## config.mk

```make
export PLATFORM = sky130hd
export DESIGN_NAME = mips_multicycle_ctrl
export DESIGN_NICKNAME = d
export VERILOG_FILES = /design/src/rtl/mips_multicycle_ctrl.sv
export SDC_FILE = /design/constraint.sdc
export NUM_CORES = 1
export LEC_CHECK = 0
export BUFFER_PORTS_ARGS = -buffer_cell sky130_fd_sc_hd__buf_4
export CAP_MARGIN = 20
export CORE_MARGIN = 2
export CORE_UTILIZATION = 37
export CTS_CLUSTER_DIAMETER = 100
export DETAILED_ROUTE_END_ITERATION = 8
export PLACE_DENSITY = 0.83
export SYNTH_ARGS = -nofsm -noshare
export SYNTH_HDL_FRONTEND = slang
export SYNTH_SLANG_ARGS = --single-unit
```

## constraint.sdc

```tcl
create_clock -name clk -period 4.61 [get_ports clk]
set_clock_uncertainty 0.2 [all_clocks]
set_input_delay 0.461 -clock clk [delete_from_list [all_inputs] [get_ports clk]]
set_output_delay 0.461 -clock clk [all_outputs]
set_load 0.005 [all_outputs]
```

## src/rtl/mips_multicycle_ctrl.sv

```systemverilog
// -----------------------------------------------------------------------------
// mips_multicycle_ctrl
// Multi-cycle sequencer for the MIPS datapath. It walks each instruction through
// FETCH -> DECODE -> EXEC -> (MEM) -> (WB) and drives the datapath strobes for the
// current state. Bus transfers stall on waitrequest. The sequencer halts when the
// fetch PC is zero. A sticky bus_error is raised if a transfer stalls too long.
//
// Parameters
//   RESET_IDLE_CYCLES  IDLE cycles after reset release before the first FETCH (>=1)
//   WAIT_LIMIT         max consecutive stalled cycles per transfer, 0 = unlimited
//
// Ports
//   clk, reset         rising-edge clock, asynchronous active-high reset
//   instr              latched IR (meaningful from DECODE onward)
//   pc_is_zero         PC == 0, checked when FETCH is entered
//   alu_zero           ALU zero flag for BEQ/BNE in EXEC
//   waitrequest        bus stall for the current read/write request
//   active             1 in every state except IDLE and HALT
//   mem_read/mem_write bus requests (never both)
//   addr_sel           bus address from PC (0) or ALU result (1)
//   ir_write, pc_write, pc_write_br, reg_write   single-cycle strobes
//   reg_dst            write register select: 0 rt, 1 rd, 2 r31
//   mem_to_reg         writeback takes load data
//   alu_src_imm        ALU B operand from the extended immediate
//   bus_error          sticky wait-limit overrun flag
// -----------------------------------------------------------------------------
module mips_multicycle_ctrl #(
    parameter int RESET_IDLE_CYCLES = 1,
    parameter int WAIT_LIMIT        = 0
) (
    input  logic        clk,
    input  logic        reset,
    input  logic [31:0] instr,
    input  logic        pc_is_zero,
    input  logic        alu_zero,
    input  logic        waitrequest,
    output logic        active,
    output logic        mem_read,
    output logic        mem_write,
    output logic        addr_sel,
    output logic        ir_write,
    output logic        pc_write,
    output logic        pc_write_br,
    output logic        reg_write,
    output logic [1:0]  reg_dst,
    output logic        mem_to_reg,
    output logic        alu_src_imm,
    output logic        bus_error
);

    localparam int IDLE_W = (RESET_IDLE_CYCLES < 2) ? 1 : $clog2(RESET_IDLE_CYCLES);
    localparam int WAIT_W = (WAIT_LIMIT < 2) ? 1 : $clog2(WAIT_LIMIT + 1);

    typedef enum logic [2:0] {
        sIdle, sFetch, sDecode, sExec, sMem, sWb, sHalt
    } ctrlState_t;

    ctrlState_t        state, nextState;
    logic [IDLE_W-1:0] idleCnt;
    logic [WAIT_W-1:0] waitCnt;
    logic              stalled;     // last cycle was a stalled bus request
    logic              busStall;
    logic              timeout;
    logic              fetchSkip;
    logic              isLoad;
    logic [5:0]        opcode;
    logic [5:0]        funct;
    logic              unusedInstrBits;

    assign opcode          = instr[31:26];
    assign funct           = instr[5:0];
    assign isLoad          = (opcode[5:3] == 3'b100);
    assign unusedInstrBits = ^instr[25:6];

    assign busStall = (mem_read | mem_write) & waitrequest;

    // The PC-zero check applies only on the first FETCH cycle, so a transfer
    // already in flight is never abandoned.
    assign fetchSkip = (state == sFetch) && !stalled && pc_is_zero;

    always_comb begin
        timeout = 1'b0;
        if (WAIT_LIMIT > 0 && busStall)
            timeout = (int'(waitCnt) + 1 >= WAIT_LIMIT);
    end

    // State register and bookkeeping counters
    always_ff @(posedge clk or posedge reset) begin
        if (reset) begin
            state     <= sIdle;
            idleCnt   <= '0;
            waitCnt   <= '0;
            stalled   <= 1'b0;
            bus_error <= 1'b0;
        end else begin
            state   <= nextState;
            stalled <= busStall && !timeout;
            if (state == sIdle)
                idleCnt <= idleCnt + 1'b1;
            else
                idleCnt <= '0;
            // Counter restarts whenever the bus is not stalling (completion or no request).
            if (WAIT_LIMIT > 0 && busStall && !timeout)
                waitCnt <= waitCnt + 1'b1;
            else
                waitCnt <= '0;
            if (timeout)
                bus_error <= 1'b1;
        end
    end

    // Next-state logic
    always_comb begin
        nextState = state;
        case (state)
            sIdle:   if (int'(idleCnt) >= RESET_IDLE_CYCLES - 1) nextState = sFetch;
            sFetch: begin
                if (fetchSkip || timeout) nextState = sHalt;
                else if (!waitrequest)    nextState = sDecode;
            end
            sDecode: nextState = sExec;
            sExec: begin
                casez (opcode)
                    6'b000000: nextState = (funct == 6'b001000 || funct == 6'b001001) ? sFetch : sWb;
                    6'b001???: nextState = sWb;
                    6'b10????: nextState = sMem;
                    default:   nextState = sFetch;
                endcase
            end
            sMem: begin
                if (timeout)           nextState = sHalt;
                else if (!waitrequest) nextState = isLoad ? sWb : sFetch;
            end
            sWb:     nextState = sFetch;
            sHalt:   nextState = sHalt;
            default: nextState = sIdle;
        endcase
    end

    // Output logic
    always_comb begin
        active      = (state != sIdle) && (state != sHalt);
        mem_read    = 1'b0;
        mem_write   = 1'b0;
        addr_sel    = 1'b0;
        ir_write    = 1'b0;
        pc_write    = 1'b0;
        pc_write_br = 1'b0;
        reg_write   = 1'b0;
        reg_dst     = 2'd0;
        mem_to_reg  = 1'b0;
        alu_src_imm = 1'b0;
        case (state)
            sFetch: begin
                if (!fetchSkip) begin
                    mem_read = 1'b1;
                    ir_write = !waitrequest;
                    pc_write = !waitrequest;
                end
            end
            sExec: begin
                casez (opcode)
                    6'b000000: begin
                        if (funct == 6'b001000) begin
                            pc_write = 1'b1;
                        end else if (funct == 6'b001001) begin
                            pc_write  = 1'b1;
                            reg_write = 1'b1;
                            reg_dst   = 2'd1;
                        end
                    end
                    6'b001???: alu_src_imm = 1'b1;
                    6'b10????: alu_src_imm = 1'b1;
                    6'b000100: pc_write_br = alu_zero;
                    6'b000101: pc_write_br = !alu_zero;
                    6'b000010: pc_write = 1'b1;
                    6'b000011: begin
                        pc_write  = 1'b1;
                        reg_write = 1'b1;
                        reg_dst   = 2'd2;
                    end
                    default: ;
                endcase
            end
            sMem: begin
                addr_sel    = 1'b1;
                alu_src_imm = 1'b1;
                mem_read    = isLoad;
                mem_write   = !isLoad;
            end
            sWb: begin
                reg_write   = 1'b1;
                reg_dst     = (opcode == 6'b000000) ? 2'd1 : 2'd0;
                mem_to_reg  = isLoad;
                alu_src_imm = (opcode[5:3] == 3'b001);
            end
            default: ;
        endcase
    end

endmodule
```

# After elaboration in Yosys (flattened, before gate mapping)
# Index checks and enable logic that the tools add are counted.
# classes
n_bitwise,2
n_eq_ne,18
n_shift,0
addsub,0
order_cmp,0
div,0
n_reduce_logical,15
n_mux,30
n_mul,0
# ops
cell,count
one-hot mux 3 bit (6 select lines),1
2-to-1 mux 3 bit,5
2-to-1 mux 1 bit,14
"== test 3 bit, second input constant",4
"== test 6 x 2 -> 1 bit, second input constant",2
"== test 6 x 3 -> 1 bit, second input constant",2
"== test 6 x 4 -> 1 bit, second input constant",2
one-hot mux 1 bit (2 select lines),6
one-hot mux 3 bit (3 select lines),1
one-hot mux 2 bit (2 select lines),2
"== test 3 x 1 -> 1 bit, second input constant",2
"== test 3 x 2 -> 1 bit, second input constant",2
zero test 6 bit,1
"inequality test 3 bit, second input constant",2
OR reduction 2 bit,3
zero test 1 bit,4
logical AND 1 bit,3
zero test 3 bit,1
one-hot mux 1 bit (3 select lines),1
nonzero test 3 bit,1
"== test 2 bit, second input constant",1
"inequality test 2 bit, second input constant",1
AND reduction 2 bit,1
bitwise AND 1 bit,1
other kinds (2),2
# totals
mem_count,0
register_bits,4
mem_bits_ro,0
input_bits,37
ram_bits,0
wordCells,67
latch_bits,0

# Longest topological paths before layout
# depth
depth_word,7
depth_mapped,5
depth_no_buf,4

# Worst setup path after synthesis
# OpenSTA, ideal clock, no wires.
# synth_path
path_type,input-to-output
start,in instr[28]
end,out reg_write
arrival_time_ns,1.428
cell_stages,4
n_path_buf,0
setup_slack_ns,2.521
path_cell_list,or4_4 nor3_4 a41o_1 a21o_1
# synth_between
elab_chain_len,3
word_cells_on_any_way,4
# synth_rtl
element,line_no,source
from (decl),33,"input logic [31:0] instr,"
== test 6 x 2 -> 1 bit or zero test 6 bit (tied branches),162,casez (opcode)
one-hot mux 1 bit (2 select lines) *,162,
one-hot mux 1 bit (2 select lines) *,153,case (state)
to (decl),44,"output logic reg_write,"
# Every way passes the cells marked *; elsewhere a longest branch is shown, timed or not.

# Worst setup path after layout
# Same ends and word-level chain as after synthesis.

==> summary by stage <==
Yosys
The biggest area contributor in the post-synthesis netlist is sky130_fd_sc_hd__dfrtp_1. The area share of the leading cell type in the synthesized netlist is between 20 and 25%. The count of yosys warnings during synthesis is 0.

Synthesis handed over a netlist of between 60 and 70 instances. The proportion of synthesized chip area in sequential cells is 20.3%. The mean post-synth cell area is 7.38 um2. The mapped cell area is slightly below 500 um2. After synthesis the netlist holds a flip-flop and latch count of 4. The synthesized netlist contains 33 unique library cells. The number of flops mapped to enable cells by yosys is 0. Counting instances in the post-synthesis netlist gives the leading cell types as sky130_fd_sc_hd__nand2b_1, sky130_fd_sc_hd__nor2_1, sky130_fd_sc_hd__nor3_1. The most used flip-flop cell after synthesis is sky130_fd_sc_hd__dfrtp_1. Counting every net in the synthesized netlist gives approximately 100. The fraction of synthesis flops using an asynchronous set or reset pin is 100%. Yosys attributes the largest share of cell area to sky130_fd_sc_hd__dfrtp_1, sky130_fd_sc_hd__nand2b_1, sky130_fd_sc_hd__nor2_1, sky130_fd_sc_hd__nor3_1, sky130_fd_sc_hd__nand3b_1.

Power and ir drop
In this run the power density over the cells is between 400 and 500 nW/um2. The overall power consumption is approximately 0.31 mW. Summed over all cells, the static leakage comes to between 0.3 and 0.4 nW. The maximum ir drop on the vdd rail is between 0.0002 and 0.00025 V.

Clocking
The clock drives 4 sinks. The level count of the clock H-tree is 1. The post-cts sizing count is 0.

The source-to-sink clock delay at the later pin of the worst-skew pair is 0.24 ns. The clock passes through at most 2 buffers. The TritonCTS clock tree is yes. The tree is rooted in a sky130_fd_sc_hd__clkbuf_4.

TritonCTS created 3 clock buffers. The number of setup buffers added after CTS is 0. The clock input transition at the sequential cells of the worst setup and hold paths is about 0.040 ns.

Route
The count of unresolved DRC violations after routing is 0. The total iterations of the first detailed-routing run is 4. Dividing the detail-routed via count by the number of cells gives 5.61. The routed via count is between 600 and 700. The count of nets left with antenna violations once routing finished came out at 0.

The first routing iteration left 14 violations. The final routed wire length divided by cell count is ~12 um. The post-detailed-routing wire length is 1350 um.

Worst setup path
STA classifies the critical path startpoint as a primary input. The element type at the critical path end is an output pin. The worst endpoint required time is roughly 4.0 ns.

The type of the setup path with the least slack is primary input to output pin. Of all nets on the critical path, the largest fanout is 3. Data arrives at the worst endpoint at approximately 1.7 ns.

Timing
Timing would allow up to roughly 0.42 GHz. The number of endpoints with negative hold slack in the final report is 0. The smallest clock period supported by the final layout is computed as 2.40 ns. The final count of pins violating max slew is 0. At the pin with the least slew margin, the transition time is ~0.5 ns.

Hold is met by around 0.36 ns. The final period utilization is between 50 and 60%. Setup repair after global routing left no endpoint under its margin.

The setup violation total in the final timing report is 0. The setup TNS is 0 ns. In this run the tightest slew margin relative to its limit is around 67%.

Placement
The global placement routability congestion is 0.749. The number of I/O port buffers is 28. The area after detailed placement is just over 700 um2.

The sum of net half-perimeters after detailed placement is about 1100 um. Including well taps, the total number of placed cells is ~110.

GRT
The number of global-route vias before repair is 448. The initial antenna violation count is 0. The first-pass GRT wire length is 1950 um. The maximum number of pins on one net before global-route repair is 18. In the global route stage, overall resource usage came out at between 15 and 20%. The total overflow left after global routing is 0.

Run status
The run finished with clean final reports.

Final layout
Cells with a size suffix above 1 make up ~36% of the layout. The number of antenna diodes in the final layout is 0. In the final design database the tool counted 134 nets.

Once layout is complete, the cells apart from fillers number 110. The final instance area is roughly 740 um2. The area growth from synthesis to layout is 49.1%. The filler cells instantiated in the layout total 126.

Floorplanning
The height of the die is slightly above 40 um. The area of the core is between 1000 and 1500 um2. After floorplanning, the core was divided into 13 placement rows. The floorplan die area is 1640 um2. The floorplan step set the die width to slightly above 40 um. Once the floorplan was initialized, standard cells occupied around two fifths of the core. The I/O pin count is 50.

Run
The number of max-capacitance violations reported is 0.

Hold path
The worst hold-check path type is primary input to register.
==> layer usage <==
metal | routed length, um | track usage [%] | share of wire [%]
met5 | 0 | 0 | 0
met4 | 10 | 7.50 | 0.74
met3 | 86 | 1.67 | 6.4
met2 | 739 | 27.0 | 55
met1 | 516 | 25.1 | 38
==> kinds of logic after synthesis <==
group | share of synthesized area (%)
and+or+nand+nor | 45.3
muxes | 4.30
DFF | 20.3
AOI/OAI and AO/OA | 22.3
other | 0.759
buffers and inverters | 5.32
xor gates and xnor gates | 1.77
==> sequential cells by signal (all words and copies together), names as in the netlist <==
signal   count
state        3
stalled      1
==> cell type report <==
class	count	area [um2]	area share [%]
Clock buffer	3	22.5	3.06
Inverter	2	7.51	1.02
Multi-Input combinational cell	57	368	49.9
Sequential cell	4	100	13.6
Tap cell	15	18.8	2.55
Timing Repair Buffer	29	220	29.9
==> critical path: stages <==
cell	delay, ns
sky130_fd_sc_hd__buf_4	0.12
sky130_fd_sc_hd__or4_4	0.55
sky130_fd_sc_hd__nor3_4	0.21
sky130_fd_sc_hd__a41o_1	0.19
sky130_fd_sc_hd__a21o_1	0.10
sky130_fd_sc_hd__buf_4	0.10
==> placed cells by master (no fill, tap or decap), types with 2 or more instances in the layout <==
cell type,count
sky130_fd_sc_hd__a21oi_1,3
sky130_fd_sc_hd__a31oi_1,2
sky130_fd_sc_hd__nor2b_1,2
sky130_fd_sc_hd__buf_4,28
sky130_fd_sc_hd__nand2b_1,8
sky130_fd_sc_hd__nor3_1,5
sky130_fd_sc_hd__a21o_1,2
sky130_fd_sc_hd__nand3b_1,3
sky130_fd_sc_hd__o22ai_1,2
sky130_fd_sc_hd__o21bai_1,2
sky130_fd_sc_hd__nand2_1,2
sky130_fd_sc_hd__nor2_1,8
sky130_fd_sc_hd__dfrtp_1,4
sky130_fd_sc_hd__inv_1,2
sky130_fd_sc_hd__clkbuf_4,3
==> through the flow <==
| stage | setup WS, ns | util, % |
|---|---|---|
| 2_1_floorplan | 2.52 | - |
| 3_3_place_gp | 2.25 | 55.5 |
| 3_5_place_dp | 2.22 | 55.5 |
| 4_1_cts | 2.21 | 58.1 |
| 5_1_grt | 2.10 | 58.1 |
| 6_report | 2.21 | 58.1 |
==> final timing paths <==
check / from / endpoint / slack (ns) / cells past startpoint
setup / recovery: instr[28] / reg_write / 2.21 / 6
min in group asynchronous: reset / state[0] / 0.48 / 3
hold / removal: waitrequest / state[2] / 0.36 / 3
max in group asynchronous: reset / stalled / 3.58 / 3
setup reg to reg: state[0] / state[0] / 2.82 / 4
hold reg to reg: stalled / state[2] / 0.52 / 3
==> where the power goes <==
part | switching (mW) | total [mW] | internal [mW] | leakage, nW
combinational | 0.0731 | 0.175 | 0.102 | 0.296
clock | 0.0165 | 0.0458 | 0.0293 | 0.0138
sequential | 0.0420 | 0.0923 | 0.0503 | 0.0496
==> what timing repair did <==
action / CTS / global route
hold buffers: 1 / 0
hold endpoints to repair: 4 / 0
endpoints found under the setup margin: 0 / 0
Power figures use the tool's default switching activity.
